$ cat config.mk
export PLATFORM = sky130hd
export DESIGN_NAME = regfile_write_ctrl
export DESIGN_NICKNAME = d
export VERILOG_FILES = /design/src/rtl/regfile_write_ctrl_pkg.sv /design/src/rtl/regfile_write_ctrl_rr_arbiter.sv /design/src/rtl/regfile_write_ctrl.sv
export SDC_FILE = /design/constraint.sdc
export NUM_CORES = 1
export LEC_CHECK = 0
export ABC_AREA = 1
export BUFFER_PORTS_ARGS = -buffer_cell sky130_fd_sc_hd__clkbuf_2
export CAP_MARGIN = 25
export CORE_UTILIZATION = 50
export DETAILED_ROUTE_END_ITERATION = 10
export HOLD_SLACK_MARGIN = 0.05
export PLACE_DENSITY = 0.84
export SLEW_MARGIN = 20
export SYNTH_ARGS = -nofsm -noshare
export SYNTH_HDL_FRONTEND = slang
export SYNTH_SLANG_ARGS = --single-unit
$ cat constraint.sdc
create_clock -name clk -period 4.4 [get_ports clk]
set_input_delay 0.88 -clock clk [delete_from_list [all_inputs] [get_ports clk]]
set_output_delay 0.88 -clock clk [all_outputs]
set_load 0.1 [all_outputs]
$ cat src/rtl/regfile_write_ctrl_pkg.sv
// Shared types and default sizes for the register-bank write-port controller.
package regfile_write_ctrl_pkg;

    localparam int NREQ_DEF   = 4;
    localparam int NREG_DEF   = 8;
    localparam int DATA_W_DEF = 32;
    localparam int ADDR_W_DEF = $clog2(NREG_DEF);

    typedef enum logic [0:0] {
        ST_IDLE  = 1'b0,
        ST_CLEAR = 1'b1
    } state_e;

endpackage

$ cat src/rtl/regfile_write_ctrl_rr_arbiter.sv
// Round-robin arbiter: combinational grant searched from rr_ptr with wrap,
// pointer moves past the winner only when the grant is actually taken (en=1).
module rr_arbiter #(
    parameter int NREQ = 4,
    parameter int ID_W = $clog2(NREQ)
) (
    input  logic            clk,
    input  logic            reset,
    input  logic [NREQ-1:0] req,
    input  logic            en,
    output logic [NREQ-1:0] gnt,
    output logic [ID_W-1:0] gnt_id
);

    logic [ID_W-1:0] rr_ptr;
    logic [ID_W:0]   slot;
    logic [ID_W-1:0] idx;
    logic            found;

    // NOTE: every variable gets a default before the loop so no latch is inferred.
    always_comb begin
        gnt    = '0;
        gnt_id = '0;
        found  = 1'b0;
        slot   = '0;
        idx    = '0;
        for (int k = 0; k < NREQ; k++) begin
            slot = {1'b0, rr_ptr} + (ID_W+1)'(k);
            if (slot >= (ID_W+1)'(NREQ)) begin
                slot = slot - (ID_W+1)'(NREQ);
            end
            idx = slot[ID_W-1:0];
            if (!found && req[idx]) begin
                found    = 1'b1;
                gnt[idx] = 1'b1;
                gnt_id   = idx;
            end
        end
    end

    // NOTE: sequential state uses non-blocking assignments only.
    always_ff @(posedge clk) begin
        if (reset) begin
            rr_ptr <= '0;
        end else if (en && (|gnt)) begin
            rr_ptr <= (gnt_id == ID_W'(NREQ-1)) ? '0 : gnt_id + 1'b1;
        end
    end

endmodule

$ cat src/rtl/regfile_write_ctrl.sv
// Write-port controller for the enable-addressed register bank: round-robin
// sharing of the single write port among NREQ masters plus a clear sweep.
module regfile_write_ctrl
    import regfile_write_ctrl_pkg::*;
#(
    parameter int NREQ   = NREQ_DEF,
    parameter int NREG   = NREG_DEF,
    parameter int ADDR_W = $clog2(NREG),
    parameter int DATA_W = DATA_W_DEF
) (
    input  logic                     clk,
    input  logic                     reset,
    input  logic [NREQ-1:0]          req_valid,
    input  logic [NREQ*ADDR_W-1:0]   req_addr,
    input  logic [NREQ*DATA_W-1:0]   req_data,
    output logic [NREQ-1:0]          req_ready,
    input  logic                     clr_start,
    output logic                     clr_busy,
    output logic [NREG-1:0]          rf_en,
    output logic [DATA_W-1:0]        rf_d,
    output logic [$clog2(NREQ)-1:0]  grant_id
);

    localparam int ID_W = $clog2(NREQ);

    state_e            state;
    state_e            state_next;
    logic [ADDR_W-1:0] clr_cnt;
    logic              clr_last;
    logic [ADDR_W-1:0] clr_idx;
    logic              load_clear;
    logic              accept;
    logic [NREQ-1:0]   gnt;
    logic [ID_W-1:0]   gnt_id;
    logic [ADDR_W-1:0] gnt_addr;
    logic [DATA_W-1:0] gnt_data;
    logic [NREG-1:0]   wr_en;
    logic [NREG-1:0]   clr_en;
    logic [NREG-1:0]   rf_en_next;

    rr_arbiter #(
        .NREQ (NREQ),
        .ID_W (ID_W)
    ) u_arb (
        .clk    (clk),
        .reset  (reset),
        .req    (req_valid),
        .en     (accept),
        .gnt    (gnt),
        .gnt_id (gnt_id)
    );

    assign clr_last = (clr_cnt == ADDR_W'(NREG-1));

    always_ff @(posedge clk) begin
        if (reset) begin
            state <= ST_IDLE;
        end else begin
            state <= state_next;
        end
    end

    always_comb begin
        state_next = state;
        case (state)
            ST_IDLE:  if (clr_start) state_next = ST_CLEAR;
            ST_CLEAR: if (clr_last)  state_next = ST_IDLE;
            default:  state_next = ST_IDLE;
        endcase
    end

    // Reset gates the accept path combinationally so no ready leaks during reset.
    always_comb begin
        clr_busy   = (state == ST_CLEAR);
        accept     = (state == ST_IDLE) && !clr_start && !reset && (|gnt);
        req_ready  = accept ? gnt : '0;
        load_clear = ((state == ST_IDLE) && clr_start) || ((state == ST_CLEAR) && !clr_last);
        clr_idx    = (state == ST_CLEAR) ? clr_cnt + 1'b1 : '0;
    end

    always_comb begin
        gnt_addr = '0;
        gnt_data = '0;
        for (int i = 0; i < NREQ; i++) begin
            if (gnt[i]) begin
                gnt_addr = req_addr[i*ADDR_W +: ADDR_W];
                gnt_data = req_data[i*DATA_W +: DATA_W];
            end
        end
    end

    // Out-of-range indices match no bit, so such writes are silently dropped.
    always_comb begin
        wr_en  = '0;
        clr_en = '0;
        for (int r = 0; r < NREG; r++) begin
            wr_en[r]  = (gnt_addr == ADDR_W'(r));
            clr_en[r] = (clr_idx == ADDR_W'(r));
        end
    end

    always_comb begin
        if (load_clear) begin
            rf_en_next = clr_en;
        end else if (accept) begin
            rf_en_next = wr_en;
        end else begin
            rf_en_next = '0;
        end
    end

    // Enable is registered one cycle ahead so it lines up with clr_busy.
    always_ff @(posedge clk) begin
        if (reset) begin
            clr_cnt  <= '0;
            rf_en    <= '0;
            rf_d     <= '0;
            grant_id <= '0;
        end else begin
            clr_cnt <= ((state == ST_CLEAR) && !clr_last) ? clr_cnt + 1'b1 : '0;
            rf_en   <= rf_en_next;
            if (load_clear) begin
                rf_d <= '0;
            end else if (accept) begin
                rf_d     <= gnt_data;
                grant_id <= gnt_id;
            end
        end
    end

    a_rf_en_onehot0: assert property (@(posedge clk) disable iff (reset) $onehot0(rf_en));
    a_ready_onehot0: assert property (@(posedge clk) $onehot0(req_ready));

endmodule
==> reports/qor.yml <==
status: "completed"
cts_tree: "done"
cts.sinks: 48
slew_viol_final: 0
netSwitchingFraction_pct: 51.6
htreeDepth: 2
postSynthAreaPerCell_um2: 5.74
antenna_left: 0
overflow: 0
post_cts_buffers: 0
syn_to_final_growth_pct: 28.9
syn-num-nets: 811
yosysMostFrequentCell: "nand2_1"
drive_above_1_share_pct: 28.8
power_frac_seq_pct: 23.5
synth_top_area_share_pct: 25.8
grt_pass1_vias: 3929
critPathLaunchType: "register"
ys_warn_count: 0
path_class: "reg2out"
tns_ns: 0
clock_latency_ns: 0.31
grt_pass1_wl_mm: 17.4
crit_arrival_ns: 3.19
finalCriticalPeriod_ns: 4.07
async_reset_ff_share_pct: 0
finalCritPeriodShare_pct: 92.4
crit_top_cell: "nand2_2"
dpl_cell_area_um2: 4750
worstPathMaxFanout: 34
first_iter_violations: 249
grt_usage_pct: 28.1
core_area_um2: 7250
max_slew.worst_pin.slew_ns: 0.676
die_w_um: 88.7
max_freq_mhz: 246
yosysUniqueCellTypes: 30
intPower_mw: 0.971
slew_headroom_pct: 54.9
pwr-share-clk_pct: 14.5
finalHoldViolCount: 0
cts_buffers: 5
first_pass_iters: 5
hp-class: "reg2reg"
dieHeight_um: 88.7
slowest_stage: "dfxtp_1"
synth_seq_cells: 48
finalNetCount: 985
skew_ns: 0.00954
pin_count: 194
setup_viol: 0
root_buffer: "clkbuf_8"
ys.flop_type: "dfxtp_1"
drc: 0
synth_common_cells: "nand2_1, a21oi_1, inv_1, dfxtp_1, nand3_1"
dpl.hpwl_mm: 8.51
fillCellCount: 685
totalWireLength_mm: 11.3
n_antenna_cell: 0
postLayoutCoreUtil_pct: 66.9
syn-cell-area_um2: 3760
path_cells: "inv_2 -> ha_1 -> inv_1 -> nand3_1 -> nand2_1 -> nand2_2 -> nor2_4 -> nand2_2 -> nand3_4 -> nor2_1 -> nand2_2 -> nand2_4 -> a21oi_1 -> buf_12"
crit_required_ns: 3.52
via_count: 4600
synth_area_leaders: "nand2_1, dfxtp_1, a21oi_1, inv_1, nand3_1"
power_leakage_nw: 2.80
yosys.area.top_type: "nand2_1"
p_sw_mw: 1.04
grt_max_degree: 71
combinationalPowerShare_pct: 62.0
avgRoutedWirePerCell_um: 12.2
antenna_found_initial: 0
grt_setup_unrepaired: "no"
finish.instance_area_um2: 4850
clkSlewWorstSetupHoldPaths_ns: 0.09
yosysSeqAreaShare_pct: 25.5
max-cap-violations: 0
p_total_mw: 2.01
clk_path_buf_depth: 2
die_area_um2: 7880
post_cts_resized: 0
p_per_area_nw_per_um2: 414
rows: 31
ir_drop_mv: 0.181
via_per_inst: 4.95
end_kind: "output pin"
slowest_delay_ns: 0.50
gp_congestion: 0.862
synth_cells: 655
synth_enable_flop_cells: 0
start_util_pct: 51.9
ctsHoldBuffers: 0
port_buffers: 193
## cell type report
type,instances,area (µm²),area share [%]
inverters,93,357,7.35
repair buffers,202,1060,21.9
flip-flops and latches,48,961,19.8
multi-input cells,479,2250,46.4
clock inverters,2,13.8,0.284
well taps,99,124,2.55
clock buffers,6,82.6,1.70
## worst paths after layout
path / startpoint / endpoint / slack (ns) / depth (start not counted)
hold reg to reg: rf_d[10] / rf_d[10] / 0.47 / 2
setup / recovery: u_arb.rr_ptr[1] / req_ready[3] / 0.33 / 14
hold / removal: rf_d[10] / rf_d[10] / 0.47 / 2
setup reg to reg: u_arb.rr_ptr[1] / rf_en[4] / 1.11 / 18
## power groups by stage
stage,combinational [mW],clock (mW),sequential (mW)
2_1_floorplan,0.868,0,0.618
3_3_place_gp,1.23,0,0.480
3_5_place_dp,1.24,0,0.481
4_1_cts,1.25,0.298,0.471
5_1_grt,1.40,0.317,0.474
6_report,1.24,0.291,0.471
## cell usage in the layout, fill, tap and decap left out, types with 2 or more instances in the layout
| cell | instances |
|---|---|
| nor2_1 | 11 |
| nor2_2 | 2 |
| nand2_1 | 259 |
| buf_4 | 9 |
| o21ai_0 | 5 |
| nand3_1 | 47 |
| nor2_4 | 2 |
| inv_1 | 86 |
| clkbuf_2 | 191 |
| nand2_4 | 5 |
| buf_12 | 2 |
| inv_2 | 5 |
| inv_6 | 2 |
| nand2_2 | 5 |
| ha_1 | 9 |
| nand3_2 | 4 |
| a21oi_1 | 113 |
| o21ai_1 | 4 |
| o211ai_1 | 2 |
| clkbuf_8 | 6 |
| dfxtp_1 | 48 |
| nand4_1 | 4 |
## through the flow
stage               instances  hold WS [ns]  setup WS, ns
global placement          921         0.452         0.597
detailed placement        921         0.458         0.613
floorplan                 655         0.430        0.0174
finish                    929         0.468         0.334
global route              929         0.488         0.119
CTS                       929         0.472         0.327
## logic make-up after synthesis
family | synth area share (%)
buffers and inverters | 14.8
adders and majority gates | 2.99
xor gates and xnor gates | 0.233
and+or+nand+nor | 38.9
AOI/OAI and AO/OA | 17.6
DFF | 25.5
## registers in the layout, indices dropped and copies added, names as in the netlist, named ones only
name and count:
clr_busy 1, clr_cnt 3, grant_id 2, rf_d 32
rf_en 8, u_arb.rr_ptr 1
## worst max-delay path, delay by kind of cell (launching register included)
kind / cells / cell delay (ns)
flip-flops: 1 / 0.50
AO/OA/AOI/OAI: 1 / 0.32
buffers and inverters: 3 / 0.49
AND/OR/NAND/NOR: 9 / 1.23
adder cells (fa/ha/maj): 1 / 0.34
## routing by layer
layer / up-vias / GRT usage [%] / wire (µm)
li1: 2399 / - / -
met1: 1970 / 33.0 / 4740
met2: 215 / 52.9 / 5500
met3: 16 / 4.10 / 883
met4: 0 / 7.77 / 182
met5: - / 0 / 0
Power figures use the tool's default switching activity.
